### config.mk
export PLATFORM = sky130hd
export DESIGN_NAME = hazard_ctrl_mc
export DESIGN_NICKNAME = d
export VERILOG_FILES = /design/src/rtl/hazard_ctrl_mc.sv
export SDC_FILE = /design/constraint.sdc
export NUM_CORES = 1
export LEC_CHECK = 0
export ABC_AREA = 1
export ABC_CLOCK_PERIOD_IN_PS = 2420
export CORE_AREA = 5 5 45 47
export DETAILED_ROUTE_END_ITERATION = 6
export DIE_AREA = 0 0 50 52
export DONT_BUFFER_PORTS = 1
export GPL_ROUTABILITY_DRIVEN = 1
export GPL_TIMING_DRIVEN = 0
export PLACE_DENSITY_LB_ADDON = 0.15
export SLEW_MARGIN = 20
export SYNTH_ARGS = -nofsm -noshare
export SYNTH_HDL_FRONTEND = slang
export SYNTH_SLANG_ARGS = --single-unit
### constraint.sdc
create_clock -name clk -period 2.42 [get_ports clk]
set_input_delay 0.242 -clock clk [delete_from_list [all_inputs] [get_ports clk]]
set_output_delay 0.242 -clock clk [all_outputs]
set_load 0.1 [all_outputs]
### src/rtl/hazard_ctrl_mc.sv
// Hazard/forwarding controller for a 5-stage pipeline with a multi-cycle
// execute unit, x0-aware hazard detection and a sticky branch-redirect latch.
module hazard_ctrl_mc #(
   parameter int unsigned NREAD  = 2,
   parameter int unsigned MC_LAT = 4
) (
   input  logic                 clk,
   input  logic                 reset,
   input  logic                 i_wait,
   input  logic                 d_wait,
   input  logic                 dbranch,
   input  logic                 mc_startE,
   input  logic [NREAD*5-1:0]   ra_d,
   input  logic [NREAD*5-1:0]   ra_e,
   input  logic [4:0]           edst,
   input  logic [4:0]           mdst,
   input  logic [4:0]           wdst,
   input  logic                 wrE,
   input  logic                 wrM,
   input  logic                 wrW,
   input  logic                 memrdE,
   input  logic                 memrdM,
   output logic                 stallF,
   output logic                 stallD,
   output logic                 stallE,
   output logic                 stallM,
   output logic                 flushD,
   output logic                 flushE,
   output logic                 flushM,
   output logic                 flushW,
   output logic [NREAD-1:0]     fwd_d,
   output logic [2*NREAD-1:0]   fwd_e,
   output logic                 mc_busy
);

   localparam int unsigned CW = $clog2(MC_LAT) + 1;
   localparam logic [CW-1:0] CNT_LAST = CW'(MC_LAT - 1);

   logic [CW-1:0] cnt_q, cnt_d;
   logic          pend_q, pend_d;

   logic          hit_e;     // some D operand produced by E
   logic          hit_m;     // some D operand produced by M
   logic          lw_haz;
   logic          br_haz;
   logic          mc_run;

   // Register x0 is hardwired zero and never creates a dependency.
   function automatic logic reg_match(input logic [4:0] r, input logic [4:0] d);
      return (r != 5'd0) && (r == d);
   endfunction

   // Operand dependency detection and forward-select generation.
   always_comb begin
      hit_e = 1'b0;
      hit_m = 1'b0;
      fwd_d = '0;
      fwd_e = '0;
      for (int i = 0; i < int'(NREAD); i++) begin
         if (reg_match(ra_d[5*i +: 5], edst)) hit_e = 1'b1;
         if (reg_match(ra_d[5*i +: 5], mdst)) hit_m = 1'b1;
         if (!reset) begin
            fwd_d[i] = reg_match(ra_d[5*i +: 5], mdst) && wrM;
            if (reg_match(ra_e[5*i +: 5], mdst) && wrM)
               fwd_e[2*i +: 2] = 2'b10;
            else if (reg_match(ra_e[5*i +: 5], wdst) && wrW)
               fwd_e[2*i +: 2] = 2'b01;
         end
      end
   end

   // Prioritised control mode: data wait, multi-cycle op, fetch wait, normal.
   always_comb begin
      stallF  = 1'b0;
      stallD  = 1'b0;
      stallE  = 1'b0;
      stallM  = 1'b0;
      flushD  = 1'b0;
      flushE  = 1'b0;
      flushM  = 1'b0;
      flushW  = 1'b0;
      mc_busy = 1'b0;
      cnt_d   = cnt_q;
      pend_d  = pend_q;

      mc_run = mc_startE && (cnt_q != CNT_LAST);
      lw_haz = memrdE && wrE && hit_e;
      br_haz = dbranch && ((wrE && hit_e) || (memrdM && hit_m));

      if (!reset) begin
         if (d_wait) begin
            stallF = 1'b1;
            stallD = 1'b1;
            stallE = 1'b1;
            stallM = 1'b1;
            flushW = 1'b1;
         end else begin
            // Count only while E holds a multi-cycle op; wrap on completion.
            cnt_d = mc_run ? cnt_q + CW'(1) : '0;
            if (mc_run) begin
               mc_busy = 1'b1;
               stallF  = 1'b1;
               stallD  = 1'b1;
               stallE  = 1'b1;
               flushM  = 1'b1;
            end else if (i_wait) begin
               // A redirect seen while fetch waits is remembered until fetch resumes.
               flushD = 1'b1;
               if (dbranch || pend_q) begin
                  pend_d = 1'b1;
               end else begin
                  stallF = 1'b1;
               end
            end else begin
               stallF = lw_haz || br_haz;
               stallD = lw_haz || br_haz;
               flushE = lw_haz || br_haz;
               flushD = (dbranch || pend_q) && !(lw_haz || br_haz);
               pend_d = 1'b0;
            end
         end
      end
   end

   // Stall counter and pending-redirect state.
   always_ff @(posedge clk) begin
      if (reset) begin
         cnt_q  <= '0;
         pend_q <= 1'b0;
      end else begin
         cnt_q  <= cnt_d;
         pend_q <= pend_d;
      end
   end

endmodule

# Word-level counts from Yosys, hierarchy flattened

Cells that the tools add are included.

Register bits after elaboration: 4
Bits of input ports: 46
Logic and storage cells: 83

Add/sub/neg operators: 1
Equal/unequal tests: 10
Multiplexer cells: 38
Bitwise operators: 2
Reductions and logical operators: 30

Operator list:

| cell                                                             | number |
|---|---|
| 5-bit equality test                                              | 8 |
| 1-bit 2-to-1 mux                                                 | 33 |
| 1-bit logical AND                                                | 21 |
| 5-bit nonzero test                                               | 4 |
| 2-bit 2-to-1 mux                                                 | 4 |
| 3-bit by 1-bit adder with 3-bit output (second input constant)   | 1 |
| 1-bit logical OR                                                 | 3 |
| 3-bit 2-to-1 mux                                                 | 1 |
| 3-bit by 2-bit != test with 1-bit output (second input constant) | 1 |
| 3-bit AND reduction                                              | 1 |
| 2-bit by 1-bit != test with 1-bit output (second input constant) | 1 |
| 1-bit inverter                                                   | 2 |
| 1-bit logical NOT                                                | 1 |

# Longest topological paths before layout

Gate-level depths: netlist (run 1).

Word-level depth: 14
Depth in mapped cells: 11
Depth with buffers taken out: 11

# Worst setup path after synthesis (run 1)

No wires, ideal clock.

Path type: register to output
From: register cnt_q[0]
To: output port stallD
Arrival time: 2905 ps
Required time: 2178 ps
Path slack: -727 ps
Cell stages (with the launch flop): 8
Path buffers: 0
Path through: dfxtp_1 > ha_1 > ha_1 > nor2_1 > nor2_1 > nor2_1 > inv_1 > nand2_1

Longest elaborated chain between the ends: 5

RTL lines:

| item                                     | RTL line | text |
|---|---|---|
| from (decl)                              | 39       | `logic [CW-1:0] cnt_q, cnt_d;` |
| from (signal assigned)                   | 131      | `cnt_q <= cnt_d;` |
| 3-bit by 2-bit != test with 1-bit output | 86       | `mc_run = mc_startE && (cnt_q != CNT_LAST);` |
| 1-bit logical AND                        | 86       |  |
| 1-bit 2-to-1 mux                         | 100      | `if (mc_run) begin` |
| 1-bit 2-to-1 mux                         | 91       | `if (d_wait) begin` |
| 1-bit 2-to-1 mux                         | 90       | `if (!reset) begin` |
| to (decl)                                | 24       | `output logic stallD,` |

Every way passes these cells.

# Final worst setup path (run 1)

From: register cnt_q[1]
To: output port flushD

Longest elaborated chain between the ends: 5

RTL lines:

| item                                     | RTL line | text |
|---|---|---|
| 3-bit by 2-bit != test with 1-bit output | 86       |  |
| 1-bit logical AND                        | 86       |  |
| 1-bit 2-to-1 mux                         | 100      |  |
| 1-bit 2-to-1 mux                         | 91       |  |
| 1-bit 2-to-1 mux                         | 90       |  |
| to (decl)                                | 27       | `output logic flushD,` |

Every way passes these cells.

==> reports/qor.csv, run 1 <==
metric,value,unit
Mapped Nets,211,
worst hold path type,in2reg,
Wirelength per Cell,13.4,µm
Synth Area in Adders,2.65,%
most frequent cells in the layout,"33 x nand2_1, 22 x nor2_1, 20 x inv_1, 17 x xnor2_1, 10 x xor2_1",
HPWL Detailed,2110,µm
Placed Cells incl. Taps,180,
worst slew pin tran,1060,ps
initial DRC count,11,
fin crit share,95.9,%
PD cells,316,nW/µm²
startpoint types,flop,
Overflow after GRT,0,
final std cells w/o fill,183,
Synth area leader,xnor2_1,
Cells after Synth,163,
antenna violations before repair,0,
main combinational cell family by area after synthesis,simple AND/OR/NAND/NOR gates,
multi-input logic area,827,µm²
Final Util,67.0,%
CTS Hold Bufs,0,
Die W,50,µm
Crit Path Max Fanout,3,
Post-synth EDFFs,0,
antenna fix cells,0,
first-pass GRT wire length,3710,µm
maxcap violations,0,
crit path time final,2320,ps
DRC violations left,0,
count of pins over their slew limit,0,
VDD IR-drop max,0.000136,V
Site Rows,15,
# port buffers,0,
clk_lat worst skew,230,ps
outcome,finished clean,
Leak,0.488,nW
Synth Area per Inst,5.79,µm²
Initial Util,58.4,%
Placer Congestion,0.757,
DRT Pass-1 Iters,4,
critical path capture point type,output port,
dominant synthesized flop cell,dfxtp_1,
asr flop ratio synth,0,%
Synth cell types,31,
FMAX,0.431,GHz
Setup TNS Final,0,ps
met1 usage,18.4,%
XOR/XNOR share of the synthesized area,25.1,%
Worst Setup SP,cnt_q[1],
mux share of post-synthesis cell area,0,%
number of global-route vias before repair,976,
fin area,1080,µm²
Synth top area share,15.8,%
Crit Reg-Reg Startpoint,cnt_q[0],
clock net sink count,4,
final hold violations,0,
# H-tree levels,1,
GRT Util Overall,17.7,%
I/O pin cnt,61,
Vias/cell,5.46,
arrival time of the worst setup path,2080,ps
CTS Buffer Depth,2,
Layout area overhead,14.6,%
gr busiest metal,met2,
DIE AREA,2600,µm²
Post-CTS Setup Bufs,0,
Inserted Clock Buffers,3,
worst path required time,2180,ps
clock slew at reported path FFs,40,ps
drt total wl,2460,µm
routed vias,1000,
Synth Area in Simple Gates,36.5,%
"most common cell after layout, fill and taps aside",nand2_1,
proportion of layout cells with a drive suffix above 1,17.5,%
Register Area,80.1,µm²
hold depth,2,
Setup Skew,3.15,ps
Die Ht,52,µm
relative slew slack,28.9,%
Syn Std Cell Area,943,µm²
post-synthesis sequential area ratio,8.49,%
CTS tree,built,
Synth Area in Compound Gates,14.9,%
remaining antenna violation count,0,
path depth of the worst reg2reg path,6,
YS warnings,0,
placed cell areas,1000,µm²
CP Class,reg2out,
GRT met3 Usage,5.44,%
CTS Root Cell,clkbuf_4,
"top cells by area, synth","xnor2_1 16%, nand2_1 14%, nor2_1 10%, xor2_1 9.3%, dfxtp_1 8.5%",
Min-Delay Startpoint,i_wait,
Filler cells,169,
largest net degree at the start of global routing,11,
Core ar.,1610,µm²
"FF+latch count, synth",4,
setup violators final,0,
met2 Usage GRT,32.6,%
Layout Nets,216,
[metrics by stage]
step / hold slack (ps) / total power [mW] / setup slack, ps
final: 165 / 0.341 / 99.3
after global routing: 181 / 0.365 / -3.51
after CTS: 157 / 0.339 / 10.9
after detailed placement: 400 / 0.251 / -302
after global placement: 394 / 0.245 / -281
after floorplan: 385 / 0.235 / -220
[cell families after synthesis]
family / Yosys count
xor gates and xnor gates: 27
AOI/OAI and AO/OA: 21
DFF: 4
adders and majority gates: 2
buffers and inverters: 29
and+or+nand+nor: 80
[layer usage]
metal	wire, µm	part of all wire, %
met2	1350	55
met4	0	0
met1	894	36
met5	0	0
met3	212	8.6
[area by class of cell]
type                            count  share of cell area (%)
Tap cell                           17                    1.97
Buffer                              3                    3.01
Inverter                           26                    9.03
Multi-Input combinational cell    130                    76.5
Sequential cell                     4                    7.41
Clock buffer                        3                    2.08
[repair_timing]
action                     4_1_cts  5_1_grt
setup endpoints to repair        4        2
gates resized for setup          6        7
pin swaps                        0        2
[where the power goes]
part	leakage (nW)	switching (mW)	internal, mW
Sequential	0.0326	0.00120	0.0687
Combinational	0.441	0.127	0.0643
Clock	0.0138	0.0250	0.0553
Total	0.488	0.153	0.188
[cells in the mapped netlist (3+ instances only)]
cell     count
a21oi_1      5
dfxtp_1      4
inv_1       21
inv_2        5
nand2_1     35
nand2_2      3
nand4_1      3
nor2_1      26
nor3_1       5
o22ai_1      5
xnor2_1     17
xor2_1      10
[critical path, cell delays in order, from the launching register on]
cell and delay, ps:
dfxtp_1 330, ha_1 160, ha_1 180, nor2_1 50
nor2_1 240, inv_2 80, nor2_1 140, nand2_1 100
a21oi_4 560
[state kept, by name, summed over array words and instances (netlist names)]
name    cells
pend_q      1
cnt_q       3
[final timing paths]
kind	endpoint	slack, ps
worst max register to register	cnt_q[1]	590
worst min-delay path	pend_q	170
worst min register to register	pend_q	470
worst max-delay path	flushD	100
No activity file was read; power rests on OpenSTA's default activity.
==> run 2: changes to the inputs <==
--- a/config.mk
+++ b/config.mk
@@ -5,15 +5,16 @@
 export SDC_FILE = /design/constraint.sdc
 export NUM_CORES = 1
 export LEC_CHECK = 0
-export ABC_AREA = 1
+export ABC_AREA = 0
 export ABC_CLOCK_PERIOD_IN_PS = 2420
-export CORE_AREA = 5 5 45 47
+export CORE_AREA = 5 5 42 44
 export DETAILED_ROUTE_END_ITERATION = 6
-export DIE_AREA = 0 0 50 52
+export DIE_AREA = 0 0 47 49
 export DONT_BUFFER_PORTS = 1
 export GPL_ROUTABILITY_DRIVEN = 1
 export GPL_TIMING_DRIVEN = 0
-export PLACE_DENSITY_LB_ADDON = 0.15
+export PLACE_DENSITY_LB_ADDON = 0.25
+export REMOVE_ABC_BUFFERS = 1
 export SLEW_MARGIN = 20
 export SYNTH_ARGS = -nofsm -noshare
 export SYNTH_HDL_FRONTEND = slang
==> run 2 against run 1 <==
The run now ends with negative setup slack left. Register-to-register slack improved by 180 ps. Sequential power barely moved. Sequential share of layout area rose by 0.30 points. Clock power rose by 9.1%. First-iteration DRC count fell by 18%. Routed wire length fell by 5.0%. Critical path depth fell by 3. Maximum frequency fell by 4.6%. Total power fell by 4.0%. Critical endpoint is now stallE. Largest power group unchanged.
==> reports/qor.csv, run 2 <==
metric,value,unit
max reg flops,3,
Cells after Synth,112,
I/O pin cnt,61,
hold slack,81.4,ps
antenna fix cells,0,
CTS Hold Bufs,0,
fin area,1040,µm²
relative slew slack,26.2,%
startpoint types,flop,
drt total wl,2340,µm
RSZ-0062 raised after global routing,yes,
count of pins over their slew limit,0,
Vias/cell,6.18,
path depth of the worst reg2reg path,5,
Post-synth EDFFs,0,
CTS Buffer Depth,2,
"most common cell after layout, fill and taps aside",xnor2_1,
worst hold path type,in2reg,
most frequent cells in the layout,"24 x xnor2_1, 16 x xor2_1, 9 x nor2_1, 9 x nor3_1, 8 x nand4_1",
antenna violations before repair,0,
crit path time final,2430,ps
PD cells,316,nW/µm²
CTS tree,built,
Crit Reg-Reg Startpoint,cnt_q[0],
Setup Skew,2.81,ps
Placed Cells incl. Taps,131,
clk_lat worst skew,240,ps
final std cells w/o fill,135,
"top cells by area, synth","xnor2_1 25%, xor2_1 17%, dfxtp_1 9.7%, nand4_1 6.0%, nor3_1 6.0%",
Wirelength per Cell,17.3,µm
Layout area overhead,25.4,%
asr flop ratio synth,0,%
FMAX,0.411,GHz
met2 WL,1190,µm
wl on met1,861,µm
GRT Util Overall,21.2,%
CP Class,reg2out,
Largest regs,"cnt_q (3), pend_q (1)",
post-synthesis sequential area ratio,9.67,%
largest net degree at the start of global routing,14,
maxcap violations,0,
proportion of layout cells with a drive suffix above 1,19.3,%
Synth cell types,22,
critical path capture point type,output port,
outcome,finished with violations,
VDD IR-drop max,0.000334,V
worst path cell trace,ha_1 -> ha_1 -> nand2b_1 -> nor2b_1 -> nor2_2,
DIE AREA,2300,µm²
clock slew at reported path FFs,40,ps
Placer Congestion,0.833,
arrival time of the worst setup path,2190,ps
clock net sink count,4,
number of global-route vias before repair,886,
remaining antenna violation count,0,
Synth top area share,25.4,%
Reg2Reg Setup Slack,770,ps
Die W,47,µm
Synth Area per Inst,7.40,µm²
HPWL Detailed,2010,µm
placed cell areas,1000,µm²
Min-Delay Startpoint,reset,
most flop-heavy register,cnt_q,
worst slew pin tran,1100,ps
Final Util,74.1,%
# port buffers,0,
Site Rows,14,
"FF+latch count, synth",4,
final hold violations,0,
setup violators final,1,
Slowest cell on crit path,nor2_2,
violations in the final reports,negative setup slack,
# H-tree levels,1,
Inserted Clock Buffers,3,
CTS Root Cell,clkbuf_4,
Initial Util,59.1,%
DRT Pass-1 Iters,4,
Overflow after GRT,0,
most frequent cells after synthesis,"24 x xnor2_1, 16 x xor2_1, 12 x nor2_1",
initial DRC count,9,
first-pass GRT wire length,3770,µm
Crit Path Max Fanout,4,
Syn Std Cell Area,828,µm²
worst path required time,2180,ps
Layout Nets,169,
Leak,0.340,nW
Synth area leader,xnor2_1,
Filler cells,119,
Die Ht,49,µm
"most used cell, CP",ha_1,
crit-path max cell delay,820,ps
DRC violations left,0,
fin crit share,101,%
routed vias,834,
max layer used,met4,
metal3 WL,253,µm
dominant synthesized flop cell,dfxtp_1,
hold depth,1,
top-count cell post-synth,xnor2_1,
YS warnings,0,
setup slack after layout,-12.4,ps
Critical R2R Capture,cnt_q[2],
Hold EP,pend_q,
Core ar.,1400,µm²
dpl ws,-84.0,ps
## run 2: how the worst max path moves through the flow
| stage | startpoint | endpoint | slack, ps |
|---|---|---|---|
| final | cnt_q[0] | stallE | -10 |
| after detailed placement | ra_d[3] | flushE | -80 |
| after global routing | cnt_q[0] | stallE | -60 |
| after CTS | cnt_q[0] | stallE | 3 |
| after floorplan | cnt_q[0] | cnt_q[1] | -3090 |
| after global placement | cnt_q[0] | cnt_q[2] | -3230 |
## run 2: cell type report
type / count / area, µm² / area share, %
sequential: 4 / 80.1 / 7.71
multi-input combinational: 102 / 801 / 77.1
inverter: 3 / 11.3 / 1.08
timing repair buffer: 7 / 104 / 10.0
tap: 16 / 20.0 / 1.93
clock buffer: 3 / 22.5 / 2.17
## run 2: power breakdown
group	total, mW	switching [mW]	internal (mW)
Combinational	0.170	0.102	0.0681
Clock	0.0876	0.0318	0.0558
Sequential	0.0700	0.00166	0.0683
## run 2: critical path, delay by kind of cell, from the launching register on
| family | cells | cell delay (ps) |
|---|---|---|
| adder cells (fa/ha/maj) | 2 | 380 |
| flip-flops | 1 | 320 |
| AND/OR/NAND/NOR | 3 | 1240 |
## run 2: routing by layer
layer,vias up,track usage [%]
met3,4,7.38
li1,403,-
met1,385,24.2
met2,42,33.9
met4,0,9.68
met5,-,0
## run 2: cell families after synthesis
kind of cell / count (synthesis) / synth area share (%)
adders and majority gates: 2 / 3.02
AOI/OAI and AO/OA: 10 / 9.52
xor gates and xnor gates: 40 / 42.3
and+or+nand+nor: 50 / 31.9
buffers and inverters: 6 / 3.62
DFF: 4 / 9.67
## run 2: what timing repair did
item,CTS,global route
pin swaps,2,4
gates resized for setup,0,1
buffers inserted,1,0
setup endpoints to repair,1,3
## run 2: through the flow
stage / setup TNS (ps) / total power [mW]
after floorplan: -17920 / 0.210
after global placement: -19130 / 0.217
after detailed placement: -84.0 / 0.240
after CTS: 0 / 0.329
after global routing: -105 / 0.347
final: -12.4 / 0.328
